File: src/rtl/uart_pkg.sv
// rtl/uart_pkg.sv - shared types and constants for the configurable UART transmitter
package uart_pkg;

    // Divisor for 115200 baud from a 50 MHz clock
    localparam int DEFAULT_DIV = 434;

    typedef enum logic [2:0] {
        IDLE   = 3'd0,
        START  = 3'd1,
        DATA   = 3'd2,
        PARITY = 3'd3,
        STOP   = 3'd4,
        BREAK  = 3'd5,
        MAB    = 3'd6
    } tx_state_e;

    typedef enum logic [1:0] {
        PAR_NONE = 2'b00,
        PAR_EVEN = 2'b01,
        PAR_ODD  = 2'b10,
        PAR_RSVD = 2'b11
    } parity_e;

    // Only even and odd produce a parity bit; the reserved code behaves as none
    function automatic logic par_enabled(input parity_e mode);
        return (mode == PAR_EVEN) || (mode == PAR_ODD);
    endfunction

endpackage

File: src/rtl/uart_baud_tick.sv
// rtl/uart_baud_tick.sv - bit-period counter that ticks on the last clock of each period
module uart_baud_tick #(
    parameter int DIV_W = 16
) (
    input  logic             clk,
    input  logic             rst,
    input  logic             clear,
    input  logic [DIV_W-1:0] period,
    output logic             tick
);

    logic [DIV_W-1:0] r_cnt;
    logic [DIV_W-1:0] w_last;

    // A zero period is treated as one clock so the counter can never run away
    assign w_last = (period == '0) ? '0 : (period - DIV_W'(1));
    assign tick   = !clear && (r_cnt == w_last);

    // Count 0..period-1, restarting on the terminal count or while held clear
    always_ff @(posedge clk or posedge rst) begin
        if (rst) begin
            r_cnt <= '0;
        end else if (clear || tick) begin
            r_cnt <= '0;
        end else begin
            r_cnt <= r_cnt + DIV_W'(1);
        end
    end

endmodule

File: src/rtl/uart_tx_cfg.sv
// rtl/uart_tx_cfg.sv - run-time configurable UART transmitter; UART_TX_BREAK_EN adds brk/BREAK/MAB
module uart_tx_cfg
    import uart_pkg::*;
#(
    parameter int DATA_BITS = 8,
    parameter int DIV_W     = 16
) (
    input  logic                 clk,
    input  logic                 rst,
    input  logic [DIV_W-1:0]     baud_div,
    input  logic [1:0]           parity_mode,
    input  logic                 stop2,
    input  logic [DATA_BITS-1:0] data,
    input  logic                 valid,
`ifdef UART_TX_BREAK_EN
    input  logic                 brk,
`endif
    output logic                 ready,
    output logic                 tx,
    output logic                 busy,
    output logic                 done
);

    localparam int IDX_W = (DATA_BITS > 1) ? $clog2(DATA_BITS) : 1;
    localparam logic [IDX_W-1:0] LAST_IDX = IDX_W'(DATA_BITS - 1);

    tx_state_e            r_state;
    tx_state_e            w_next_state;
    logic [DATA_BITS-1:0] r_data;
    logic [DIV_W-1:0]     r_div;
    parity_e              r_par;
    logic                 r_stop2;
    logic                 r_stop_second;
    logic [IDX_W-1:0]     r_idx;
    logic                 r_tx;
    logic                 r_done;

    logic                 w_tick;
    logic                 w_clear;
    logic [DIV_W-1:0]     w_period;
    logic [IDX_W-1:0]     w_next_idx;
    logic                 w_next_stop_second;
    logic                 w_next_tx;
    logic                 w_frame_end;
    logic                 w_par_bit;
    logic                 w_leave_idle;

    // Counter sits at zero whenever no timed state is active, so every timed state starts fresh
    assign w_clear      = (r_state == IDLE) || (r_state == BREAK);
    assign w_period     = (baud_div == '0) ? DIV_W'(1) : baud_div;
    assign w_par_bit    = (^r_data) ^ (r_par == PAR_ODD);
    assign w_leave_idle = (r_state == IDLE) && (w_next_state != IDLE);

    uart_baud_tick #(
        .DIV_W (DIV_W)
    ) u_tick (
        .clk    (clk),
        .rst    (rst),
        .clear  (w_clear),
        .period (r_div),
        .tick   (w_tick)
    );

    // Next-state, bit index, stop-half tracking and the tx level for the next cycle
    always_comb begin
        w_next_state       = r_state;
        w_next_idx         = r_idx;
        w_next_stop_second = r_stop_second;
        w_frame_end        = 1'b0;
        w_next_tx          = 1'b1;

        case (r_state)
            IDLE: begin
                w_next_stop_second = 1'b0;
`ifdef UART_TX_BREAK_EN
                if (brk) begin
                    w_next_state = BREAK;
                end else if (valid) begin
                    w_next_state = START;
                end
`else
                if (valid) begin
                    w_next_state = START;
                end
`endif
            end
            START: begin
                if (w_tick) begin
                    w_next_state = DATA;
                    w_next_idx   = '0;
                end
            end
            DATA: begin
                if (w_tick) begin
                    if (r_idx == LAST_IDX) begin
                        w_next_state = par_enabled(r_par) ? PARITY : STOP;
                    end else begin
                        w_next_idx = r_idx + IDX_W'(1);
                    end
                end
            end
            PARITY: begin
                if (w_tick) begin
                    w_next_state = STOP;
                end
            end
            STOP: begin
                if (w_tick) begin
                    if (r_stop2 && !r_stop_second) begin
                        w_next_stop_second = 1'b1;
                    end else begin
                        w_next_state = IDLE;
                        w_frame_end  = 1'b1;
                    end
                end
            end
`ifdef UART_TX_BREAK_EN
            BREAK: begin
                if (!brk) begin
                    w_next_state = MAB;
                end
            end
            MAB: begin
                if (w_tick) begin
                    w_next_state = IDLE;
                end
            end
`endif
            default: begin
                w_next_state = IDLE;
            end
        endcase

        case (w_next_state)
            START:   w_next_tx = 1'b0;
            DATA:    w_next_tx = r_data[w_next_idx];
            PARITY:  w_next_tx = w_par_bit;
            BREAK:   w_next_tx = 1'b0;
            default: w_next_tx = 1'b1;
        endcase
    end

    // State register
    always_ff @(posedge clk or posedge rst) begin
        if (rst) begin
            r_state <= IDLE;
        end else begin
            r_state <= w_next_state;
        end
    end

    // Frame settings are captured on leaving IDLE; tx and done are registered outputs
    always_ff @(posedge clk or posedge rst) begin
        if (rst) begin
            r_data        <= '0;
            r_div         <= DIV_W'(1);
            r_par         <= PAR_NONE;
            r_stop2       <= 1'b0;
            r_stop_second <= 1'b0;
            r_idx         <= '0;
            r_tx          <= 1'b1;
            r_done        <= 1'b0;
        end else begin
            if (w_leave_idle) begin
                r_data  <= data;
                r_div   <= w_period;
                r_par   <= parity_e'(parity_mode);
                r_stop2 <= stop2;
            end
            r_stop_second <= w_next_stop_second;
            r_idx         <= w_next_idx;
            r_tx          <= w_next_tx;
            r_done        <= w_frame_end;
        end
    end

    assign ready = (r_state == IDLE);
    assign busy  = (r_state != IDLE);
    assign tx    = r_tx;
    assign done  = r_done;

endmodule

File: config.mk
export PLATFORM = sky130hd
export DESIGN_NAME = uart_tx_cfg
export DESIGN_NICKNAME = d
export VERILOG_FILES = /design/src/rtl/uart_pkg.sv /design/src/rtl/uart_baud_tick.sv /design/src/rtl/uart_tx_cfg.sv
export SDC_FILE = /design/constraint.sdc
export NUM_CORES = 1
export LEC_CHECK = 0
export CORE_MARGIN = 3
export CORE_UTILIZATION = 30
export CTS_CLUSTER_DIAMETER = 200
export DETAILED_ROUTE_END_ITERATION = 10
export SYNTH_ARGS = -nofsm -noshare
export SYNTH_HDL_FRONTEND = slang
export SYNTH_SLANG_ARGS = --single-unit
File: constraint.sdc
create_clock -name clk -period 6.7 [get_ports clk]
set_clock_uncertainty 0.15 [all_clocks]
set_input_delay 1.005 -clock clk [delete_from_list [all_inputs] [get_ports clk]]
set_output_delay 1.005 -clock clk [all_outputs]
set_load 0.02 [all_outputs]
* Word-level counts from Yosys, hierarchy flattened
Cells that the tools add are included.
** Cells by class
- Add/subtract/negate cells :: 3
- Reductions and logical operators :: 17
- Bitwise gates (word level) :: 1
- Multiplexer cells :: 25
- Order comparisons :: 1
- Equal/unequal tests :: 15
** Operators by type and width (number)
- $mux 16 :: 3
- $mux 3 :: 11
- $logic_not 16->1 :: 2
- $add 16x1->16 const B :: 1
- $eq 16x16->1 :: 1
- $sub 16x1->16 const B :: 1
- $pmux 3 s5 :: 1
- $eq 3x2->1 const B :: 4
- $eq 3x3->1 const B :: 4
- $reduce_xor 8->1 :: 1
- $eq 3x1->1 const B :: 2
- $mux 1 :: 6
- $pmux 3 s2 :: 1
- $reduce_bool 3->1 :: 2
- $lt 3x4->1 const B :: 1
- $add 3x1->3 const B :: 1
- $bmux 1 s3 :: 1
- $logic_and 1x1->1 :: 3
- $logic_not 3->1 :: 1
- $logic_or 1x1->1 :: 3
- $pmux 1 s3 :: 1
- $reduce_and 3->1 :: 1
- $eq 2x1->1 const B :: 1
- $eq 2x2->1 const B :: 1
- 7 further kinds :: 8
** Storage, ports and cells
- Input port bits :: 30
- Word-level logic and storage cells :: 72
- Register bits :: 52
- Output and inout bits :: 4

* Depth between registers and ports, before layout
- Depth after elaboration :: 9
- Mapped depth :: 14
- Depth with buffers taken out :: 13

* Hierarchy
Synthesis repeated with hierarchy kept, for this count alone.
** Second synthesis, totals
- Cells, all modules :: 330
- Area total of the unflattened synthesis :: 3372.0 um^2
** By module, submodules not included
- uart_tx_cfg :: area each 1700.4 um^2, seq. area each 903.4 um^2, cells each 139, instances 1
- uart_baud_tick :: area each 1671.6 um^2, seq. area each 400.4 um^2, cells each 191, instances 1

* Least setup slack after synthesis
OpenSTA, ideal clock, no wires.
- Path kind :: register -> register
- Start :: reg r_div[1]
- End :: reg r_tx, in the netlist tx
- Arrival :: 4.090 ns
- Setup time :: 0.078 ns
- Clock period less this slack :: 4.318 ns
- Buffers on the path :: 1
- Data required time :: 6.472 ns
- Slack :: 2.382 ns
- Cell stages (with the launch flop) :: 15
- Cell sequence :: dfrtp_1 -> inv_1 -> ha_1 -> or4b_1 -> buf_4 -> or3_4 -> or2_4 -> or4_4 -> a2111oi_4 -> nand4bb_4 -> or2_4 -> or3_1 -> a22o_1 -> a311o_1 -> a41oi_2
** On the way
- Word-level cells in the longest chain between the ends :: 9
- Elaborated cells between the ends (all ways) :: 21
- Those cells by class :: add/sub (1); eq/ne (5); mux (12); reduce/logical (3)
** Ends and longest elaborated chain
- from (decl) :: RTL line uart_tx_cfg.sv:30 : logic [DIV_W-1:0] r_div;
- from (signal assigned) :: RTL line uart_tx_cfg.sv:166 : r_div <= w_period;
- $sub 16x1->16 or $logic_not 16->1 (tied branches) :: RTL line uart_baud_tick.sv:16 : assign w_last = (period == '0) ? '0 : (period - DIV_W'(1));
- $mux 16 * :: RTL line uart_baud_tick.sv:16
- $eq 16x16->1 * :: RTL line uart_baud_tick.sv:17 : assign tick = !clear && (r_cnt == w_last);
- $logic_and 1x1->1 * :: RTL line uart_baud_tick.sv:17
- $mux 3, on equally long branches :: RTL line uart_tx_cfg.sv:94, uart_tx_cfg.sv:88
- $pmux 3 s2 * :: RTL line uart_tx_cfg.sv:72 : case (r_state)
- named net w_next_idx[0] :: RTL line uart_tx_cfg.sv:41 : logic [IDX_W-1:0] w_next_idx;
- $bmux 1 s3 * :: RTL line uart_tx_cfg.sv:136 : DATA: w_next_tx = r_data[w_next_idx];
- $mux 1 (implied by the code) * :: RTL line uart_tx_cfg.sv:136
- $pmux 1 s3 * :: RTL line uart_tx_cfg.sv:134 : case (w_next_state)
- named net w_next_tx :: RTL line uart_tx_cfg.sv:43 : logic w_next_tx;
- to (signal assigned) :: RTL line uart_tx_cfg.sv:172 : r_tx <= w_next_tx;
- to (decl) :: RTL line uart_tx_cfg.sv:35 : logic r_tx;
Mark *: on every way through the listed nets, which the timed path passes. The rest lies on a longest branch. The select of a mux whose other input is x is not followed.
A chain may end at the register's enable or synchronous reset.

* Worst setup path in the final report
Same ends and word-level chain as after synthesis.

==> results list <==
- The flow ran to the end, and the final reports show no timing, DRC or antenna violations.
* Final Instance Area: roughly 4000 um^2
* Wire length of the first global-routing pass: around 13000 um
* Critical path required time: between 6 and 7 ns
* RePlAce Congestion: ~0.90
- Measured against its own limit, the worst slew margin works out to 26.8%.
* Largest area contributor in the netlist: sky130_fd_sc_hd__dfrtp_1
- The largest single stage delay on the critical path is roughly 0.6 ns.
- In the routed layout, each cell is associated on average with a via count of around 5.2.
- Number of H-tree levels: 2
- The die is 113 um wide.
- The cell area that synthesis handed to floorplanning was between 3000 and 4000 um^2.
- Cells with a size suffix above 1 make up between 10% and 20% of the layout.
* Utilization after layout: around 36%
* Setup repair after global routing missed its margin: no
- The floorplan step defined a die boundary enclosing approximately 13000 um^2.
* Worst Path Class, Setup: reg2reg
- At the end of the flow, the number of nets in the layout was 408.
- STA classifies the critical path startpoint as a flop.
- The final critical path takes up between 60 and 70% of the cycle.
- Once placement completed, the tool counted placed cells totaling about 510.
- Once the floorplan was initialized, standard cells occupied between 30% and 40% of the core.
* Endpoints failing setup: 0
* Clk sinks: 52
* Proportion of synthesized flip-flops having asynchronous set or reset: between 90% and 100%
* Vias in the first global route: between 2000 and 3000
- From bottom edge to top edge, the die measures 113 um.
- Antenna violation net count after detailed routing: 0
- Leaving out fill and tap cells, the most frequent cell in the layout is sky130_fd_sc_hd__dfrtp_1.
* Critical path's top delay family: simple AND/OR/NAND/NOR gates
- Summed over all nets, the half-perimeter wirelength after detailed placement is roughly 5600 um.
- Maximum number of pins on one net before global-route repair: between 50 and 60
- Clock tree from TritonCTS: built
* I/O Buffers: 33
* Net count after synthesis: approximately 390
- Final setup slack of the worst path: just over 2 ns
* Path type of the worst min-delay path: reg2reg
- Post-synthesis instance total: roughly 350
* Maximum vdd ir drop: between 0.15 and 0.2 mV
- Sort of element at the end of the critical path: flop
- Of all nets on the critical path, the largest fanout is 9.
- Number of buffers inserted during clock tree synthesis: 5
- Number of DRC markers in iteration 0: 231
* Count of state elements after synthesis: 52
- Total detailed-routing wirelength: 7390 um
* Worst setup slack after placement: 2.08 ns
- Highest-delay cell along the critical path: sky130_fd_sc_hd__or4b_1
- The layout has between 1000 and 1500 filler cells.
* Top cells by area, synth: sky130_fd_sc_hd__dfrtp_1 36%, sky130_fd_sc_hd__mux2_2 7.5%, sky130_fd_sc_hd__xnor2_1 5.1%
* Cell occurring most often along the worst timing path: sky130_fd_sc_hd__a311o_1
- Summed over all layers, the global routing overflow is 0.
* Yosys Warn Count: 0
- DRC Markers: 0
* Number of antenna violations at the first check in global routing: 0
- Based on the critical path, the design can be clocked at up to 215 MHz.
- Averaged over all synthesized cells, the footprint is about 10 um^2.
* Design Power: between 1.5 and 2 mW
- From synthesis to final layout, the design area changed by 17.0%.
- After floorplanning, the core was sized to cover about 11000 um^2.
- The pre-antenna-repair detailed-routing pass consisted of 4 iterations.
* Count of antenna diodes in the layout: 0
* Static leakage: 1.61 nW
- Clock Root Buffer: sky130_fd_sc_hd__clkbuf_16
* Clock Latency Late Sink: ~0.29 ns
- Synth Flop Type: sky130_fd_sc_hd__dfrtp_1
* Final Max Slew Viols: 0
- Actual transition at the worst max-transition pin: approximately 1.1 ns
- Area fraction of the dominant cell type after synthesis: a little over a third
* Clock input transition at the sequential cells of the worst setup and hold paths: roughly 0.070 ns
- Final instance count without filler cells: about 500
- The number of hold-slack violations in the final timing report is 0.
- Hold is met by ~0.36 ns.
* Post-CTS sizing: 0
- Sequential elements use around 38% of the synthesized area.
* Number of top-level pins: 34
* Cts-stage hold buffer count: 0
* Clock period minus final worst setup slack: 4.66 ns
* Setup TNS after final layout: 0 ns
- Count of buffering cells on the critical path with inverters included: 1
- Placed instance area: ~3800 um^2
- Crit path DAT: between 4 and 5 ns
- Number of max-cap violations: 0
- In this run the core area contains 38 standard-cell rows.
- Across every metal layer, demand over resource in global routing totals 12.1%.
- Distinct cell type count after synthesis: between 70 and 80
- Vias: around 2700
* Routed wire per std cell: 14.4 um
- In the layout the commonest cells are 50 x sky130_fd_sc_hd__dfrtp_1, 33 x sky130_fd_sc_hd__nor2_1, 33 x sky130_fd_sc_hd__clkdlybuf4s50_1.
- Count of buffers added by post-CTS timing repair for setup: 0
* Pwr per Cell Area: 410 nW/um^2
* Number of enable-type register cells in the synthesized netlist: 0
- Number of buffers on the longest clock path: 2
- The critical path goes through inv_1, ha_1, or4b_1, or3_4, or2_4, or4_4, a2111oi_4, nand2_1, nor4_1, a311o_1, a21oi_1, a311o_1, a41oi_2.
## flip-flops by register name, summed over array words and instances, names as in the netlist
register       flops
tx                 1
r_idx              3
r_stop_second      1
r_state            3
u_tick.r_cnt      16
done               1
r_par              2
r_div             16
r_stop2            1
r_data             8
## tightest hold or removal path: cells and delay by family, from the launching register on
kind,cells,cell delay (ns)
AOI/OAI and AO/OA,1,0.05
DFF,1,0.35
and+or+nand+nor,1,0.07
## synth_stat cells, types with 2 or more instances
master,number
sky130_fd_sc_hd__a211oi_1,2
sky130_fd_sc_hd__dfrtp_1,50
sky130_fd_sc_hd__nor4_1,12
sky130_fd_sc_hd__or2_2,3
sky130_fd_sc_hd__nor3_1,7
sky130_fd_sc_hd__o2111a_1,3
sky130_fd_sc_hd__a311o_1,2
sky130_fd_sc_hd__or3_1,2
sky130_fd_sc_hd__o211ai_1,2
sky130_fd_sc_hd__buf_1,2
sky130_fd_sc_hd__a32o_1,2
sky130_fd_sc_hd__clkbuf_1,9
sky130_fd_sc_hd__buf_6,2
sky130_fd_sc_hd__xnor2_1,20
sky130_fd_sc_hd__o31ai_1,3
sky130_fd_sc_hd__mux2_2,23
sky130_fd_sc_hd__a21oi_1,11
sky130_fd_sc_hd__inv_1,13
sky130_fd_sc_hd__a211o_1,2
sky130_fd_sc_hd__a21o_2,2
sky130_fd_sc_hd__or4_2,2
sky130_fd_sc_hd__nor3b_1,2
sky130_fd_sc_hd__or2_4,2
sky130_fd_sc_hd__nand3_1,15
sky130_fd_sc_hd__ha_1,4
sky130_fd_sc_hd__o311ai_0,3
sky130_fd_sc_hd__clkbuf_8,3
sky130_fd_sc_hd__a31oi_1,4
sky130_fd_sc_hd__nor2_1,33
sky130_fd_sc_hd__nor2b_1,7
sky130_fd_sc_hd__nand2b_1,2
sky130_fd_sc_hd__o21ai_0,12
sky130_fd_sc_hd__o21a_1,2
sky130_fd_sc_hd__xor2_1,18
sky130_fd_sc_hd__mux2i_1,3
sky130_fd_sc_hd__and2_1,2
sky130_fd_sc_hd__or4_1,3
sky130_fd_sc_hd__and3_1,6
sky130_fd_sc_hd__dfstp_2,2
sky130_fd_sc_hd__nand2_1,20
sky130_fd_sc_hd__or3_2,2
## where the power goes
| group | switching [mW] | internal (mW) | leakage [nW] |
|---|---|---|---|
| sequential | 0.165 | 0.420 | 0.666 |
| combinational | 0.342 | 0.356 | 0.837 |
| clock | 0.113 | 0.252 | 0.104 |
| total | 0.620 | 1.03 | 1.61 |
## metal layers
metal | global-route usage, % | part of all wire (%)
met1 | 17.8 | 50
met2 | 18.4 | 45
met3 | 1.82 | 3.4
met4 | 3.45 | 1.4
met5 | 0 | 0
## worst paths after layout
check,depth (start not counted),endpoint,start,slack [ns]
setup / recovery,13,tx,r_div[1],2.04
hold / removal,2,r_stop_second,r_stop_second,0.36
setup reg to reg,13,tx,r_div[1],2.04
hold reg to reg,2,r_stop_second,r_stop_second,0.36
max in group asynchronous,2,r_div[6],rst,4.56
min in group asynchronous,2,r_stop2,rst,1.18
## cells by family (layout without fill, tap and decap cells)
logic type / Yosys count / count (layout) / share of synthesized area, %
buffers and inverters: 31 / 55 / 5.65
flip-flops: 52 / 52 / 38.0
AO/OA/AOI/OAI: 64 / 64 / 14.2
adder cells (fa/ha/maj): 4 / 4 / 1.46
AND/OR/NAND/NOR: 136 / 136 / 22.6
XOR/XNOR: 38 / 38 / 9.70
multiplexers: 26 / 26 / 8.42
## layout make-up
cell class                      count  area [um^2]  area share (%)
Multi-Input combinational cell    268         1930            48.2
Clock buffer                        5          125            3.12
Inverter                           13         48.8            1.22
Timing Repair Buffer               34          338            8.41
Tap cell                          140          175            4.36
Sequential cell                    52         1300            32.5
Clock inverter                      3         90.1            2.24
No activity file was read; power rests on OpenSTA's default activity.
